===== src/rtl/machine_timer_if.sv =====
// Bus-matrix side of the machine timer: decoded active-low write strobes and
// write data in, the four register read values and the timer interrupt out.
interface machine_timer_if;
  logic [31:0] data_i;
  logic        wrtimel_n;
  logic        wrtimeh_n;
  logic        wrtimecmpl_n;
  logic        wrtimecmph_n;
  logic [31:0] mtimerl_o;
  logic [31:0] mtimerh_o;
  logic [31:0] mtimecmpl_o;
  logic [31:0] mtimecmph_o;
  logic        timer_int;

  modport master (
    output data_i, wrtimel_n, wrtimeh_n, wrtimecmpl_n, wrtimecmph_n,
    input  mtimerl_o, mtimerh_o, mtimecmpl_o, mtimecmph_o, timer_int
  );

  modport slave (
    input  data_i, wrtimel_n, wrtimeh_n, wrtimecmpl_n, wrtimecmph_n,
    output mtimerl_o, mtimerh_o, mtimecmpl_o, mtimecmph_o, timer_int
  );
endinterface


===== src/rtl/machine_timer.sv =====
// RISC-V machine timer (mtime/mtimecmp) with registered level interrupt.
// Optional prescaler is built when MTIMER_PRESCALE_EN is defined.
module machine_timer #(
  parameter int unsigned PRESCALE = 16
) (
  input logic           clk,
  input logic           rst_n,
  machine_timer_if.slave bus
);

  if (PRESCALE < 2 || PRESCALE > 65536) begin : g_bad_prescale
    $error("machine_timer: PRESCALE must be within 2..65536");
  end

  logic [63:0] mtime;
  logic [63:0] mtime_nxt;
  logic [63:0] mtimecmp;
  logic [63:0] mtimecmp_nxt;
  logic        timer_int_q;
  logic        mtime_wr;
  logic        tick;

  // Any mtime write suppresses the increment and restarts the prescaler.
  assign mtime_wr = ~bus.wrtimel_n | ~bus.wrtimeh_n;

`ifdef MTIMER_PRESCALE_EN
  localparam int unsigned    CW   = $clog2(PRESCALE);
  localparam logic [CW-1:0] LAST = CW'(PRESCALE - 1);

  logic [CW-1:0] presc;
  logic [CW-1:0] presc_nxt;

  always_comb begin
    presc_nxt = presc + CW'(1);
    tick      = 1'b0;
    if (mtime_wr) begin
      presc_nxt = '0;
    end else if (presc == LAST) begin
      presc_nxt = '0;
      tick      = 1'b1;
    end
  end

  always_ff @(posedge clk or negedge rst_n) begin
    if (!rst_n) begin
      presc <= '0;
    end else begin
      presc <= presc_nxt;
    end
  end
`else
  assign tick = ~mtime_wr;
`endif

  always_comb begin
    mtime_nxt = mtime;
    if (tick) begin
      mtime_nxt = mtime + 64'd1;
    end
    if (!bus.wrtimel_n) begin
      mtime_nxt[31:0] = bus.data_i;
    end
    if (!bus.wrtimeh_n) begin
      mtime_nxt[63:32] = bus.data_i;
    end
  end

  always_comb begin
    mtimecmp_nxt = mtimecmp;
    if (!bus.wrtimecmpl_n) begin
      mtimecmp_nxt[31:0] = bus.data_i;
    end
    if (!bus.wrtimecmph_n) begin
      mtimecmp_nxt[63:32] = bus.data_i;
    end
  end

  // The interrupt samples the pre-edge register values, so it lags by one cycle.
  always_ff @(posedge clk or negedge rst_n) begin
    if (!rst_n) begin
      mtime       <= '0;
      mtimecmp    <= '1;
      timer_int_q <= 1'b0;
    end else begin
      mtime       <= mtime_nxt;
      mtimecmp    <= mtimecmp_nxt;
      timer_int_q <= (mtime >= mtimecmp);
    end
  end

  assign bus.mtimerl_o   = mtime[31:0];
  assign bus.mtimerh_o   = mtime[63:32];
  assign bus.mtimecmpl_o = mtimecmp[31:0];
  assign bus.mtimecmph_o = mtimecmp[63:32];
  assign bus.timer_int   = timer_int_q;

endmodule


===== src/flat_wrapper.sv =====
// flat-port wrapper written by rule: the top's interface ports become plain ports
module machine_timer_flat 
#(
  parameter int unsigned PRESCALE = 16
)
  (clk, rst_n, bus_data_i, bus_wrtimel_n, bus_wrtimeh_n, bus_wrtimecmpl_n, bus_wrtimecmph_n, bus_mtimerl_o, bus_mtimerh_o, bus_mtimecmpl_o, bus_mtimecmph_o, bus_timer_int);
  machine_timer_if bus_i ();
  input logic clk;
  input logic rst_n;
  input wire logic [$bits(bus_i.data_i)-1:0] bus_data_i;
  input wire logic [$bits(bus_i.wrtimel_n)-1:0] bus_wrtimel_n;
  input wire logic [$bits(bus_i.wrtimeh_n)-1:0] bus_wrtimeh_n;
  input wire logic [$bits(bus_i.wrtimecmpl_n)-1:0] bus_wrtimecmpl_n;
  input wire logic [$bits(bus_i.wrtimecmph_n)-1:0] bus_wrtimecmph_n;
  output wire logic [$bits(bus_i.mtimerl_o)-1:0] bus_mtimerl_o;
  output wire logic [$bits(bus_i.mtimerh_o)-1:0] bus_mtimerh_o;
  output wire logic [$bits(bus_i.mtimecmpl_o)-1:0] bus_mtimecmpl_o;
  output wire logic [$bits(bus_i.mtimecmph_o)-1:0] bus_mtimecmph_o;
  output wire logic [$bits(bus_i.timer_int)-1:0] bus_timer_int;
  assign bus_i.data_i = bus_data_i;
  assign bus_i.wrtimel_n = bus_wrtimel_n;
  assign bus_i.wrtimeh_n = bus_wrtimeh_n;
  assign bus_i.wrtimecmpl_n = bus_wrtimecmpl_n;
  assign bus_i.wrtimecmph_n = bus_wrtimecmph_n;
  assign bus_mtimerl_o = bus_i.mtimerl_o;
  assign bus_mtimerh_o = bus_i.mtimerh_o;
  assign bus_mtimecmpl_o = bus_i.mtimecmpl_o;
  assign bus_mtimecmph_o = bus_i.mtimecmph_o;
  assign bus_timer_int = bus_i.timer_int;
  machine_timer #(.PRESCALE(PRESCALE)) u_core (.clk(clk), .rst_n(rst_n), .bus(bus_i));
endmodule

===== config.mk =====
export PLATFORM = sky130hd
export DESIGN_NAME = machine_timer_flat
export DESIGN_NICKNAME = d
export VERILOG_FILES = /design/src/rtl/machine_timer_if.sv /design/src/rtl/machine_timer.sv /design/src/flat_wrapper.sv
export SDC_FILE = /design/constraint.sdc
export NUM_CORES = 1
export LEC_CHECK = 0
export BUFFER_PORTS_ARGS = -buffer_cell sky130_fd_sc_hd__buf_2
export CORE_MARGIN = 2
export CORE_UTILIZATION = 55
export DETAILED_ROUTE_END_ITERATION = 12
export HOLD_SLACK_MARGIN = 0.03
export MAX_ROUTING_LAYER = met4
export PLACE_DENSITY = 0.86
export SYNTH_ARGS = -nofsm -noshare
export SYNTH_HDL_FRONTEND = slang
export SYNTH_SLANG_ARGS = --single-unit

===== constraint.sdc =====
create_clock -name clk -period 2.5 [get_ports clk]
set_input_delay 0.125 -clock clk [delete_from_list [all_inputs] [get_ports clk]]
set_output_delay 0.125 -clock clk [all_outputs]
set_load 0.05 [all_outputs]

==> flow_summary.yaml, run 1 <==
worst_setup_path:
  start_kind: "flop"
  max_stage_delay_ns: 0.61
  critPathMaxFanout: 3
  crit_required_ns: 2.86
  cp_num_buf_inv: 1
  r2r_end: "u_core.bus.timer_int"
  crit_path_top_delay_cell: "or4_4"
  cp-startpoint: "u_core.mtimecmp[23]"
  cp.arrival_ns: 2.80
  path_cells: "inv_1 -> ha_1 -> and4_4 -> nand4_1 -> or4_4 -> o22ai_2 -> o2111ai_1 -> nand3_1"
  rr_startpoint: "u_core.mtimecmp[23]"
  endpoint_kind: "flop"
  reg2reg_depth: 8
  crit_family: "simple AND/OR/NAND/NOR gates"
  rrSetupSlack_ns: 0.07
  critPathKind: "reg2reg"
placed_design:
  dp_hpwl_um: 16290
  routabilityCongestion: 0.8720
  io_buffers: 166
  dp_slack_ns: 0.06122
detailed_routing:
  antenna_left: 0
  met3WireLength_um: 1878
  wl_met1_um: 9276
  wl_per_cell_um: 18.96
  dr_wl_met2_um: 10820
  vias_per_cell: 5.804
  dr_total_vias: 6982
  drc: 0
  first_pass_iters: 5
  finalWirelength_um: 22810
  first_iter_violations: 638
  top_layer_used: "met4"
timing:
  slew_headroom: 0.3767
  max_freq_mhz: 410.7
  setup_viol: 0
  layout_setup_ws_ns: 0.06525
  finalCritPeriodShare: 0.9739
  finalSetupTns_ns: 0
  rsz0062_at_grt: "false"
  fin_skew_ns: 0.007973
  min_period_ns: 2.435
  finalMaxSlewViolations: 0
  hold_viol_final: 0
  worstMarginPinSlew_ns: 0.9349
yosys:
  synth_top_area_share: 0.2167
  yosysTopAreaCell: "dfstp_2"
  synth_edf_count: 0
  syn_avg_cell_area_um2: 9.834
  synth_flop_cell: "dfrtp_1"
  synth_cell_type_count: 47
  synth.area.top_cells: "dfstp_2 22%, dfrtp_1 21%, ha_1 10%, mux2_2 9.3%, a21oi_1 5.7%"
  syn_nets: 892
  ys_seq_elements: 129
  synth_cells: 789
  seq_area_frac_synth: 0.4264
  yosysWarnings: 0
  synthArstFlopShare: 1.000
  synthesis.area_um2: 7759
cts:
  path_clk_slew_ns: 0.06
  numCtsBuffers: 17
  insertion_delay_ns: 0.43
  clock_sinks: 129
  cts_tree: "built"
  htree_levels: 4
  cts_root_buf: "clkbuf_16"
  cts_buffer_depth: 2
hold_path:
  hold_class: "in2reg"
  worstHoldStart: "bus_wrtimeh_n"
  hold_depth: 2
  whs_endpoint: "u_core.mtime[48]"
floorplanning:
  num_rows: 43
  pin_count: 167
  die-height_um: 122.8
  dieArea_um2: 15070
  start_util: 0.5611
  core_um2: 13830
  die_x_um: 122.8
grt:
  grt_pass1_wl_um: 36070
  grt_use_total: 0.3232
  grt_max_degree: 68
  grt_overflow_total: 0
  grt_pass1_vias: 7097
  antenna_found_initial: 1
finish:
  layout-drive-gt1-share: 0.3640
  area_growth_pct: 27.79
  nets: 1112
power:
  power_density_nw_per_um2: 742.1
  leakagePower_nw: 4.502
  ir_drop_mv: 0.5074
status:
  outcome: "finished, final reports clean"
run:
  maxCapViolCount: 0
## worst max-delay path by stage
| stage | end | cells past startpoint |
|---|---|---|
| after CTS | u_core.bus.timer_int | 8 |
| after detailed placement | u_core.bus.timer_int | 8 |
| after floorplan | u_core.mtime[57] | 6 |
| after global placement | u_core.bus.timer_int | 8 |
| after global routing | u_core.bus.timer_int | 8 |
| final | u_core.bus.timer_int | 8 |
## area by class of cell
cell class	count	area, um^2
sequential	129	3308
timing repair buffer	230	1409
antenna	1	2.502
inverter	74	277.8
clock buffer	23	478.0
multi-input combinational	557	4084
clock inverter	9	130.1
tap	180	225.2
fill	931	3913
## flip-flops by register name, indices dropped and copies added, names as in the netlist
name / flops
u_core.bus.timer_int: 1
u_core.mtime: 64
u_core.mtimecmp: 64
## per-stage QoR
step / std cells / util / cell area [um^2] / hold WS [ns] / power, W
final: 1203 / 0.7170 / 9915 / 0.08926 / 0.007357
after global routing: 1203 / 0.7170 / 9915 / 0.08629 / 0.007640
after CTS: 1202 / 0.7153 / 9891 / 0.06967 / 0.007329
after detailed placement: 1137 / 0.6475 / 8952 / 0.1630 / 0.004713
after global placement: 1137 / 0.6475 / 8952 / 0.1739 / 0.004642
after floorplan: 789 / - / 7759 / -0.1706 / 0.004077
## where the power goes
part           total [W]  leakage (nW)  internal, W  switching (W)
Combinational    0.00216          2.82     0.000666        0.00149
Sequential       0.00261          1.40      0.00238       0.000239
Clock            0.00258         0.285      0.00164       0.000939
## synthesized netlist by cell type, drive strengths merged, types with 4 or more instances
| library cell | count |
|---|---|
| dfstp | 64 |
| clkbuf | 21 |
| nor2b | 4 |
| ha | 65 |
| nor4 | 21 |
| nand4 | 28 |
| xnor2 | 38 |
| and4 | 4 |
| nand2 | 37 |
| a21o | 8 |
| and3 | 12 |
| inv | 74 |
| o21ai | 9 |
| nor3 | 21 |
| mux2 | 64 |
| xor2 | 25 |
| nand3 | 29 |
| nor2 | 77 |
| a21oi | 88 |
| dfrtp | 65 |
| buf | 8 |
## placed cells by master, fill, tap and decap left out, drive strengths merged, types with 4 or more instances in the layout
| cell | netlist | final |
|---|---|---|
| and4 | 4 | 4 |
| clkinvlp | 0 | 4 |
| clkbuf | 21 | 23 |
| dfrtp | 65 | 65 |
| buf | 8 | 197 |
| inv | 74 | 74 |
| a21oi | 88 | 88 |
| nand3 | 29 | 29 |
| xnor2 | 38 | 38 |
| and3 | 12 | 12 |
| nor2 | 77 | 77 |
| dfstp | 64 | 64 |
| nor2b | 4 | 4 |
| dlygate4sd3 | 0 | 33 |
| nand2 | 37 | 37 |
| nand4 | 28 | 28 |
| o21ai | 9 | 9 |
| ha | 65 | 65 |
| mux2 | 64 | 64 |
| xor2 | 25 | 25 |
| nor3 | 21 | 21 |
| nor4 | 21 | 21 |
| a21o | 8 | 8 |
## logic make-up (layout without fill, tap and decap cells)
group,Yosys count,in the layout,share of synthesized area
DFF,129,129,0.4264
adders and majority gates,65,65,0.1048
and+or+nand+nor,251,251,0.1745
other,0,1,0
buffers and inverters,103,336,0.04999
muxes,65,65,0.09418
AOI/OAI and AO/OA,113,113,0.07902
xor gates and xnor gates,63,63,0.07112
## per-layer routing
| metal | GRT usage | vias to the layer above |
|---|---|---|
| met5 | - | - |
| met1 | 0.3984 | 3335 |
| met3 | 0.07946 | 83 |
| met4 | 0.1415 | 0 |
| met2 | 0.5055 | 354 |
| li1 | - | 3210 |
## worst register-to-register path: stages, from the launching register on
cell       delay [ns]
dfstp_2          0.55
inv_1            0.05
ha_1             0.31
and4_4           0.23
nand4_1          0.20
or4_4            0.61
o22ai_2          0.15
o2111ai_1        0.14
nand3_1          0.13
## what timing repair did
action / in CTS / in global routing
hold buffers: 33 / 0
endpoints found under the setup margin: 0 / 3
resized for setup: 0 / 4
buffers inserted: 0 / 0
hold endpoints to repair: 145 / 0
Power figures use the tool's default switching activity.
==> run 2, diff against run 1 <==
- PLACE_DENSITY: 0.86 -> 0.8
==> run 2 against run 1 <==
  * Via count down 2.6%
  * Non-clock buffer count down 1
  * Utilization down 0.36 points
  * Clock skew up 0.0011 ns
  * Worst hold slack better by 0.037 ns
  * Sequential share of layout area up 0.17 points
  * Worst setup slack better by 0.0096 ns
  * First-iteration DRC count down 17%
  * Largest power group unchanged
==> flow_summary.yaml, run 2 (synthesized netlist as in run 1, its figures left out) <==
status:
  outcome: "finished, final reports clean"
floorplanning:
  core_um2: 13830
  start_util: 0.5611
  die-height_um: 122.8
  die_x_um: 122.8
  pin_count: 167
  num_rows: 43
  dieArea_um2: 15070
finish:
  nets: 1111
  layout-drive-gt1-share: 0.3614
  most-common-layout-cells: "165 x buf_2, 88 x a21oi_1, 77 x nor2_1"
  antenna_cells: 0
  stdcell_count: 1201
  area_growth_pct: 27.14
  mostFrequentLayoutCell: "buf_2"
  final_util: 0.7134
run:
  maxCapViolCount: 0
power:
  ir_drop_mv: 0.5363
  swShare: 0.3620
  clockPowerShare: 0.340
  p_int_w: 0.004585
  power_density_nw_per_um2: 728.5
  power_frac_seq: 0.363
  p_sw_w: 0.002601
  leakagePower_nw: 4.503
  p_total_w: 0.007186
  combPwrFrac: 0.297
worst_setup_path:
  critPathKind: "reg2reg"
  start_kind: "flop"
  cp.arrival_ns: 2.78
  crit_required_ns: 2.86
  critPathMaxFanout: 3
  endpoint_kind: "flop"
detailed_routing:
  first_pass_iters: 5
  met3WireLength_um: 1565
  dr_wl_met2_um: 10300
  antenna_left: 0
  wl_met1_um: 9373
  first_iter_violations: 527
  drc: 0
  finalWirelength_um: 21800
  dr_total_vias: 6800
  wl_per_cell_um: 18.15
  top_layer_used: "met4"
  vias_per_cell: 5.662
timing:
  hold_ws_ns: 0.1265
  finalMaxSlewViolations: 0
  worstMarginPinSlew_ns: 0.8959
  min_period_ns: 2.425
  rsz0062_at_grt: "false"
  max_freq_mhz: 412.4
  slew_headroom: 0.4027
  setup_viol: 0
  fin_skew_ns: 0.009089
  hold_viol_final: 0
  finalSetupTns_ns: 0
  finalCritPeriodShare: 0.9700
placed_design:
  routabilityCongestion: 0.9152
  dp_hpwl_um: 15920
  dp_cells: 1136
  io_buffers: 166
cts:
  insertion_delay_ns: 0.43
  htree_levels: 4
  cts_root_buf: "clkbuf_16"
  path_clk_slew_ns: 0.05
  clock_sinks: 129
  cts_buffer_depth: 2
  cts_tree: "built"
  numCtsBuffers: 17
  post-cts-setup-buffer-count: 0
grt:
  antenna_found_initial: 0
  grt_pass1_wl_um: 34670
  grt_use_total: 0.3119
  grt_pass1_vias: 6734
  grt_overflow_total: 0
  grt_max_degree: 58
hold_path:
  hold_class: "in2reg"
[run 2: cell count changes in the layout (fill, tap and decap cells not counted), moves of 2 or more]
cell	previous run	this run
bufinv_16	3	1
clkbuf_8	3	7
clkinv_2	2	4
clkinvlp_4	4	0
[run 2: power by group through the flow]
stage / combinational, W / clock, W / sequential (W)
final: 0.00214 / 0.00244 / 0.00261
after detailed placement: 0.00206 / 0 / 0.00263
after global routing: 0.00230 / 0.00254 / 0.00264
after CTS: 0.00212 / 0.00246 / 0.00260
after global placement: 0.00202 / 0 / 0.00262
after floorplan: 0.000719 / 0 / 0.00336
[run 2: final cells by class]
type / count / area [um^2]
tap: 180 / 225.2
clock buffer: 27 / 533.0
timing repair buffer: 229 / 1401
fill: 1007 / 3963
sequential: 129 / 3308
clock inverter: 5 / 50.05
inverter: 74 / 277.8
multi-input combinational: 557 / 4069
[run 2: critical path, cell delays in order (launching register included)]
cell and delay, ns:
dfstp_2 0.53, inv_1 0.04, ha_1 0.28, and4_1 0.25
nand4_1 0.18, or4_1 0.57, o22ai_1 0.22, o2111ai_1 0.15
nand3_1 0.12
[run 2: worst paths after layout]
check,start,cells after the start,slack (ns),endpoint
max in group asynchronous,rst_n,3,1.42,u_core.mtimecmp[49]
max,u_core.mtimecmp[22],8,0.07,u_core.bus.timer_int
max reg2reg,u_core.mtimecmp[22],8,0.07,u_core.bus.timer_int
min reg2reg,u_core.mtimecmp[27],1,0.62,u_core.mtimecmp[27]
min in group asynchronous,rst_n,2,0.20,u_core.mtime[40]
min,bus_wrtimeh_n,2,0.13,u_core.mtime[51]
[run 2: per-layer routing]
layer / vias to the layer above / GRT usage
met5: - / -
met4: 0 / 0.1178
met3: 52 / 0.07853
met2: 269 / 0.4800
met1: 3267 / 0.3978
li1: 3212 / -
[run 2: per-stage QoR]
step,cell area (um^2),worst slack [ns]
final,9864,0.07489
after global placement,8945,0.1226
after global routing,9864,0.006922
after detailed placement,8945,0.1027
after floorplan,7759,0.1617
after CTS,9858,0.09359
[run 2: timing repair]
action                                 CTS  global route
hold buffers                            33             0
setup endpoints to repair                0             1
resized for setup                        0             2
endpoints found under the hold margin  155             0
==> run 3, diff against run 2 <==
- CORE_UTILIZATION: 55 -> 60
- PLACE_DENSITY: 0.8 -> 0.87
- clock period: 2.5 -> 3.15 ns (I/O delays scaled with it)
==> run 3 against run 2 <==
  * Clock-buffer cell count decreased by 5
  * Utilization increased by 4.9 points
  * Global-route usage increased by 2.4 points
  * Maximum frequency decreased by 6.6%
  * Cell count decreased by 3.7%
  * Worst hold slack got worse by 0.097 ns
  * Critical endpoint unchanged
  * Clock power decreased by 8.6%
==> flow_summary.yaml, run 3 (synthesized netlist as in run 1, its figures left out) <==
status:
  outcome: "finished, final reports clean"
hold_path:
  hold_class: "in2reg"
finish:
  stdcell_area_um2: 9627
  antenna_cells: 0
  layout-drive-gt1-share: 0.3526
  multi_input_area_um2: 4063
  most-common-layout-cells: "165 x buf_2, 88 x a21oi_1, 77 x nor2_1"
  fill_cells: 848
  layout.area.seq_um2: 3308
  mostFrequentLayoutCell: "buf_2"
  nets: 1074
  area_growth_pct: 24.08
floorplanning:
  num_rows: 41
  dieArea_um2: 13860
  start_util: 0.6148
  core_um2: 12620
  pin_count: 167
  die_x_um: 117.7
  die-height_um: 117.7
timing:
  finalMaxSlewViolations: 0
  fin_skew_ns: 0.009946
  finalSetupTns_ns: 0
  finalCritPeriodShare: 0.8242
  hold_viol_final: 0
  layout_setup_ws_ns: 0.5537
  slew_headroom: 0.3999
  rsz0062_at_grt: "false"
  worstMarginPinSlew_ns: 0.9001
  min_period_ns: 2.596
  max_freq_mhz: 385.2
  setup_viol: 0
worst_setup_path:
  reg2reg_depth: 8
  crit_end: "u_core.bus.timer_int"
  crit_path_top_delay_cell: "or4_1"
  crit_family: "simple AND/OR/NAND/NOR gates"
  max_stage_delay_ns: 0.63
  cp.depth: 8
  path_cells: "inv_1 -> ha_1 -> and4_1 -> nand4_1 -> or4_1 -> o22ai_1 -> o2111ai_1 -> nand3_1"
  cp.arrival_ns: 2.96
  crit_required_ns: 3.51
  critPathMaxFanout: 3
  rrSetupSlack_ns: 0.55
  rr_startpoint: "u_core.mtimecmp[22]"
  critPathKind: "reg2reg"
  cp-startpoint: "u_core.mtimecmp[22]"
  r2r_end: "u_core.bus.timer_int"
  cp_num_buf_inv: 1
  endpoint_kind: "flop"
  start_kind: "flop"
power:
  p_total_w: 0.005961
  ir_drop_mv: 0.3966
  leakagePower_nw: 4.376
  power_density_nw_per_um2: 619.2
cts:
  numCtsBuffers: 17
  clock_sinks: 129
  post-cts-setup-buffer-count: 0
  htree_levels: 4
  path_clk_slew_ns: 0.06
  cts_buffer_depth: 2
  cts_resized: 0
  insertion_delay_ns: 0.44
  cts_root_buf: "clkbuf_16"
  cts_tree: "built"
  postCtsHoldBufs: 20
detailed_routing:
  vias_per_cell: 5.973
  dr_total_vias: 6905
  first_pass_iters: 6
  antenna_left: 0
  first_iter_violations: 756
  drc: 0
  wl_per_cell_um: 19.13
  finalWirelength_um: 22120
grt:
  grt_use_total: 0.3362
  grt_overflow_total: 0
  grt_max_degree: 76
  grt_pass1_vias: 6994
  antenna_found_initial: 0
  grt_pass1_wl_um: 35600
placed_design:
  dp_hpwl_um: 15250
  io_buffers: 166
  dp_slack_ns: 0.6263
  place_area_um2: 8755
  routabilityCongestion: 0.9447
run:
  maxCapViolCount: 0
run 3: how the worst min path moves through the flow:
stage                              start                   end  slack, ns  depth (start not counted)
after floorplan                    rst_n  u_core.bus.timer_int      -0.14                          0
after global placement             rst_n       u_core.mtime[4]       0.24                          1
after detailed placement           rst_n       u_core.mtime[4]       0.25                          1
after CTS                 bus_data_i[15]   u_core.mtimecmp[47]       0.03                          2
after global routing       bus_data_i[5]       u_core.mtime[5]       0.05                          3
final                      bus_data_i[1]    u_core.mtimecmp[1]       0.03                          2
run 3: cell type report:
cell class,count,share of cell area
Clock buffer,22,0.05134
Clock inverter,10,0.01846
Inverter,74,0.02885
Multi-Input combinational cell,557,0.4220
Sequential cell,129,0.3436
Tap cell,172,0.02236
Timing Repair Buffer,192,0.1133
run 3: report_power, final:
part / switching (W) / internal [W] / leakage (nW)
combinational: 0.00115 / 0.000489 / 2.65
sequential: 0.000212 / 0.00189 / 1.40
clock: 0.000724 / 0.00150 / 0.332
run 3: worst register-to-register path, cell delays in order (launching register included):
cell       delay, ns
dfstp_2         0.54
inv_1           0.05
ha_1            0.28
and4_1          0.27
nand4_1         0.21
or4_1           0.63
o22ai_1         0.25
o2111ai_1       0.17
nand3_1         0.14
run 3: routing by layer:
layer	wire, um	GRT usage	up-vias
met5	0	-	-
met2	10720	0.5371	396
li1	-	-	3146
met3	1924	0.08333	76
met4	771	0.1423	0
met1	8700	0.4082	3287
run 3: stage by stage:
| step | hold slack [ns] | instances | utilization |
|---|---|---|---|
| finish | 0.02988 | 1156 | 0.7628 |
| global route | 0.04590 | 1156 | 0.7628 |
| CTS | 0.03078 | 1156 | 0.7628 |
| detailed placement | 0.2459 | 1104 | 0.6937 |
| global placement | 0.2414 | 1104 | 0.6937 |
| floorplan | -0.1381 | 789 | - |
